===== config.mk =====
export PLATFORM = sky130hd
export DESIGN_NAME = yin_diff_engine
export DESIGN_NICKNAME = d
export VERILOG_FILES = /design/src/rtl/yin_diff_engine_pkg.sv /design/src/rtl/yin_diff_engine_square_diff.sv /design/src/rtl/yin_diff_engine.sv
export SDC_FILE = /design/constraint.sdc
export NUM_CORES = 1
export LEC_CHECK = 0
export ABC_CLOCK_PERIOD_IN_PS = 10990
export BUFFER_PORTS_ARGS = -buffer_cell sky130_fd_sc_hd__buf_2
export CORE_MARGIN = 8
export CORE_UTILIZATION = 65
export CTS_BUF_LIST = sky130_fd_sc_hd__clkbuf_2 sky130_fd_sc_hd__clkbuf_4 sky130_fd_sc_hd__clkbuf_8
export CTS_CLUSTER_DIAMETER = 40
export DETAILED_ROUTE_END_ITERATION = 6
export PLACE_DENSITY = 0.84
export SLEW_MARGIN = 20
export SYNTH_ARGS = -nofsm -noshare
export SYNTH_HDL_FRONTEND = slang
export SYNTH_SLANG_ARGS = --single-unit
export TNS_END_PERCENT = 100

===== constraint.sdc =====
create_clock -name clk -period 10.99 [get_ports clk]
set_input_delay 0.5495 -clock clk [delete_from_list [all_inputs] [get_ports clk]]
set_output_delay 0.5495 -clock clk [all_outputs]
set_load 0.05 [all_outputs]

===== src/rtl/yin_diff_engine_pkg.sv =====
// Shared constants and FSM encoding for the YIN difference-function engine.
package yin_diff_engine_pkg;

    localparam int DATA_WIDTH_BITS      = 16;
    localparam int BUFFER_SIZE_BITS     = 10;
    localparam int DEF_WINDOW_SIZE_BITS = 8;
    localparam int DEF_TAU_MIN          = 0;
    localparam int DEF_TAU_MAX          = 255;

    typedef enum logic [2:0] {
        ST_IDLE    = 3'd0,
        ST_FETCH_A = 3'd1,
        ST_FETCH_B = 3'd2,
        ST_ACCUM   = 3'd3,
        ST_EMIT    = 3'd4,
        ST_DONE    = 3'd5
    } state_t;

endpackage


===== src/rtl/yin_diff_engine_square_diff.sv =====
// Combinational (a - b)^2 for signed samples; one extra bit on the difference
// and two on the square so that full-scale opposite-sign inputs cannot overflow.
module yin_diff_engine_square_diff
    import yin_diff_engine_pkg::*;
#(
    parameter int DATA_WIDTH = DATA_WIDTH_BITS
) (
    input  logic signed [DATA_WIDTH-1:0]   a,
    input  logic signed [DATA_WIDTH-1:0]   b,
    output logic        [2*DATA_WIDTH+1:0] sq
);

    localparam int SQ_WIDTH = 2*DATA_WIDTH + 2;

    logic signed [DATA_WIDTH:0] diff;
    logic        [DATA_WIDTH:0] mag;

    always_comb begin
        diff = {a[DATA_WIDTH-1], a} - {b[DATA_WIDTH-1], b};
        mag  = diff[DATA_WIDTH] ? $unsigned(-diff) : $unsigned(diff);
        sq   = SQ_WIDTH'(mag) * SQ_WIDTH'(mag);
    end

endmodule


===== src/rtl/yin_diff_engine.sv =====
// YIN difference-function engine: sweeps tau over TAU_MIN..TAU_MAX, reading an
// external sample buffer and streaming d(tau) out over a valid/ready handshake.
//
// state    | meaning
// ---------+---------------------------------------------------------------
// IDLE     | waiting for start
// FETCH_A  | present address base+j
// FETCH_B  | present address base+j+tau, capture x[j]
// ACCUM    | add (x[j] - x[j+tau])^2 into acc, advance j
// EMIT     | load result registers, hold until diff_ready
// DONE     | one-cycle done pulse
module yin_diff_engine
    import yin_diff_engine_pkg::*;
#(
    parameter int DATA_WIDTH       = DATA_WIDTH_BITS,
    parameter int ADDRESS_WIDTH    = BUFFER_SIZE_BITS,
    parameter int WINDOW_SIZE_BITS = DEF_WINDOW_SIZE_BITS,
    parameter int TAU_MIN          = DEF_TAU_MIN,
    parameter int TAU_MAX          = DEF_TAU_MAX
) (
    input  logic                                        clk,
    input  logic                                        reset,
    input  logic                                        start,
    input  logic        [ADDRESS_WIDTH-1:0]             base_address,
    output logic        [ADDRESS_WIDTH-1:0]             address,
    input  logic signed [DATA_WIDTH-1:0]                data_in,
    output logic        [2*DATA_WIDTH+1+WINDOW_SIZE_BITS:0] diff_out,
    output logic        [ADDRESS_WIDTH-1:0]             tau_out,
    output logic                                        diff_valid,
    input  logic                                        diff_ready,
    output logic                                        busy,
    output logic                                        done
);

    localparam int ACC_WIDTH = 2*DATA_WIDTH + 2 + WINDOW_SIZE_BITS;
    localparam int SQ_WIDTH  = 2*DATA_WIDTH + 2;
    localparam logic [WINDOW_SIZE_BITS-1:0] J_LAST    = '1;
    localparam logic [ADDRESS_WIDTH-1:0]    TAU_FIRST = ADDRESS_WIDTH'(TAU_MIN);
    localparam logic [ADDRESS_WIDTH-1:0]    TAU_LAST  = ADDRESS_WIDTH'(TAU_MAX);

    state_t                          state;
    logic        [ADDRESS_WIDTH-1:0] base;
    logic        [ADDRESS_WIDTH-1:0] tau;
    logic        [WINDOW_SIZE_BITS-1:0] j;
    logic signed [DATA_WIDTH-1:0]    x_a;
    logic        [ACC_WIDTH-1:0]     acc;
    logic        [SQ_WIDTH-1:0]      sq;
    logic        [ADDRESS_WIDTH-1:0] j_addr;

    // x_b is taken straight from data_in during ACCUM rather than re-registered
    yin_diff_engine_square_diff #(
        .DATA_WIDTH(DATA_WIDTH)
    ) u_square_diff (
        .a (x_a),
        .b (data_in),
        .sq(sq)
    );

    assign j_addr = base + ADDRESS_WIDTH'(j);

    always_ff @(posedge clk or posedge reset) begin
        if (reset) begin
            state      <= ST_IDLE;
            base       <= '0;
            tau        <= '0;
            j          <= '0;
            x_a        <= '0;
            acc        <= '0;
            address    <= '0;
            diff_out   <= '0;
            tau_out    <= '0;
            diff_valid <= 1'b0;
            busy       <= 1'b0;
            done       <= 1'b0;
        end else begin
            case (state)
                ST_IDLE: begin
                    if (start) begin
                        base  <= base_address;
                        tau   <= TAU_FIRST;
                        j     <= '0;
                        acc   <= '0;
                        busy  <= 1'b1;
                        state <= ST_FETCH_A;
                    end
                end
                ST_FETCH_A: begin
                    address <= j_addr;
                    state   <= ST_FETCH_B;
                end
                ST_FETCH_B: begin
                    address <= j_addr + tau;
                    x_a     <= data_in;
                    state   <= ST_ACCUM;
                end
                ST_ACCUM: begin
                    acc <= acc + ACC_WIDTH'(sq);
                    if (j == J_LAST) begin
                        state <= ST_EMIT;
                    end else begin
                        j     <= j + 1'b1;
                        state <= ST_FETCH_A;
                    end
                end
                // First EMIT cycle loads the result registers; handshake from the next one on
                ST_EMIT: begin
                    if (!diff_valid) begin
                        diff_valid <= 1'b1;
                        diff_out   <= acc;
                        tau_out    <= tau;
                    end else if (diff_ready) begin
                        diff_valid <= 1'b0;
                        if (tau == TAU_LAST) begin
                            done  <= 1'b1;
                            state <= ST_DONE;
                        end else begin
                            tau   <= tau + 1'b1;
                            j     <= '0;
                            acc   <= '0;
                            state <= ST_FETCH_A;
                        end
                    end
                end
                ST_DONE: begin
                    done  <= 1'b0;
                    busy  <= 1'b0;
                    state <= ST_IDLE;
                end
                default: state <= ST_IDLE;
            endcase
        end
    end

endmodule

==> flow_summary.ini <==
[routing]
drc = 0
vias_per_cell = 5.80
via_count = 13328
routed_wl_mm = 41.5
firstDrtPassIters = 6
detail-route-antenna-nets = 0
wire_per_inst_um = 18.0
drtIter0Drc = 803

[min_path]
hold_class = input port to async pin

[worst_setup_path]
max_stage_delay_ns = 0.68
r2r-end = acc[40]$_DFFE_PP0P_
required_ns = 11.34
critical_path.slowest_cell = o31ai_1
critPathLaunchType = register
path_class = register to register
reg2reg_from = x_a[0]$_DFFE_PP0N_
cp_data_arrival_time_ns = 10.35
reg2reg_slack_ns = 1.0
cpMostUsedCell = fa_1
cp_max_fo = 12
end_kind = register
reg2reg_depth = 34

[clock_tree]
ctsResizeCount = 0
clock-sinks = 154
cts_setup_buffers = 0
root_buffer = clkbuf_8
htreeDepth = 4
cts_tree = yes
clk_latency_ns = 0.49
cts_buffers = 17
clockBufferDepth = 2
cts_hold_buffers = 0
clkTransAtPathRegs_ns = 0.13

[synth]
syn_inst = 1860
synthDistinctLibCells = 77
ys_ff_latch = 154
synth_seq_area_share_pct = 22.1
synth_top_area_cell = fa_1
yosys_warnings = 0
synth-main-ff-cell = dfrtp_1
synth_edf_count = 0
synth_top_area_share_pct = 25.9
syn_area_per_cell_um2 = 9.36
async_flop_share_pct = 100
synth_area_um2 = 17400
synth_area_leaders = fa_1 (26%), dfrtp_1 (22%), ha_1 (11%), inv_1 (8.1%), mux2_2 (5.2%)

[finish]
num_antenna_cells = 0
final_common_cell = inv_1
fill_cells = 1952
layout_common_cells = inv_1 (374), fa_1 (225), nand2_1 (167), dfrtp_1 (154), ha_1 (150)
multi_input_area_um2 = 12000
ff_latch_area_um2 = 3850
fin_nets = 2350
synthToLayoutAreaGrowth_pct = 7.48
drive_gt1_share_pct = 12.7

[placed_design]
post-place-ws_ns = 0.968
numPortBuffers = 94
gp_congestion = 0.959
post-dp-hpwl_mm = 32.5

[global_route]
grt_first_pass_wirelength_mm = 70.5
antenna_found_initial = 0
track_usage_pct = 26.7
grt_remaining_overflow = 0
grt_pass1_vias = 14491
grt_max_degree = 102

[floorplanning]
dieHeight_um = 180
row_count = 60
initial_utilization_pct = 65.3
die_width_um = 180
ioPinCount = 95
dieArea_um2 = 32300
core-area_um2 = 26700

[sta]
hold_viol_final = 0
period_needed_ns = 9.99
setup_viol = 0
max_slew_margin_pct = 39.6
worst_slew_pin_slew_ns = 0.906
fin_crit_sh_pct = 90.9
fmax_ghz = 0.100
clock_skew_ns = 0.0318
rsz0062_at_grt = false
tns_ns = 0
slew_violations = 0
postLayoutSetupSlackWorst_ns = 0.997

[run_status]
status = finished, final reports clean

[job]
maxCapViolations = 0
## worst max-delay path by stage
stage,slack (ns),depth (start not counted),end,start
6_report,1.0,34,acc[40]$_DFFE_PP0P_,x_a[0]$_DFFE_PP0N_
5_1_grt,0.67,34,acc[36]$_DFFE_PP0P_,x_a[0]$_DFFE_PP0N_
4_1_cts,1.18,34,acc[40]$_DFFE_PP0P_,x_a[0]$_DFFE_PP0N_
3_5_place_dp,0.97,34,acc[36]$_DFFE_PP0P_,data_in[8]
3_3_place_gp,1.15,32,acc[40]$_DFFE_PP0P_,data_in[8]
2_1_floorplan,2.38,31,acc[40]$_DFFE_PP0P_,data_in[0]
## state kept, by name (all words and copies together) (netlist names)
register and count:
tau_out 10, busy 1, state 3, done 1, base 10, diff_out 42, acc 42, j 8
x_a 16, diff_valid 1, tau 10, address 10
## logic make-up after synthesis
family / Yosys count / share of synthesized area (%)
and+or+nand+nor: 452 / 11.8
buffers and inverters: 437 / 9.50
adders and majority gates: 375 / 36.6
other: 2 / 0.0431
DFF: 154 / 22.1
muxes: 97 / 6.16
xor gates and xnor gates: 76 / 3.91
AOI/OAI and AO/OA: 267 / 9.77
## cell usage after synthesis, types with 5 or more instances
| library cell | n |
|---|---|
| inv_1 | 375 |
| fa_1 | 225 |
| nand2_1 | 167 |
| dfrtp_1 | 154 |
| ha_1 | 150 |
| nor2_1 | 129 |
| mux2_2 | 80 |
| o21ai_0 | 76 |
| a21oi_1 | 68 |
| clkbuf_1 | 43 |
| nand3_1 | 41 |
| xnor2_1 | 41 |
| xor2_1 | 33 |
| a21o_1 | 24 |
| nor2b_1 | 19 |
| and3_1 | 18 |
| nor3_1 | 17 |
| mux2i_1 | 16 |
| o21bai_1 | 14 |
| o31ai_1 | 14 |
| o21a_1 | 12 |
| nand4_1 | 11 |
| or3_1 | 9 |
| and2_1 | 8 |
| nand2b_1 | 8 |
| a211oi_1 | 7 |
| buf_1 | 6 |
| o211ai_1 | 6 |
| or2_2 | 6 |
| buf_2 | 5 |
| o2111ai_1 | 5 |
## area by class of cell
cell class / instances / share of cell area [%]
clock inverters: 15 / 1.06
well taps: 341 / 2.28
repair buffers: 112 / 3.24
multi-input cells: 1278 / 63.9
flip-flops and latches: 154 / 20.6
inverters: 382 / 7.69
clock buffers: 17 / 1.25
## layer usage
layer / up-vias / track usage [%] / routed length, um
met5: - / 0 / 0
met4: 0 / 9.64 / 1260
met3: 93 / 5.67 / 3210
met2: 548 / 45.9 / 20400
met1: 6576 / 33.0 / 16600
li1: 6111 / - / -
## through the flow
step | hold WS (ns) | cells | cell area [um^2] | utilization, %
2_1_floorplan | 0.465 | 1869 | 17400 | -
3_3_place_gp | 0.484 | 2267 | 18300 | 68.6
3_5_place_dp | 0.491 | 2267 | 18300 | 68.6
4_1_cts | 0.264 | 2299 | 18700 | 70.2
5_1_grt | 0.264 | 2299 | 18700 | 70.2
6_report | 0.270 | 2299 | 18700 | 70.2
## critical path, delay by kind of cell (launching register included)
family / cells / cell delay [ns]
adders and majority gates: 9 / 3.77
AOI/OAI and AO/OA: 10 / 2.72
and+or+nand+nor: 7 / 1.91
buffers and inverters: 8 / 1.04
DFF: 1 / 0.39
Power is not shown: default switching activity piles up to over one toggle a cycle in this logic, so the estimate is an artifact.
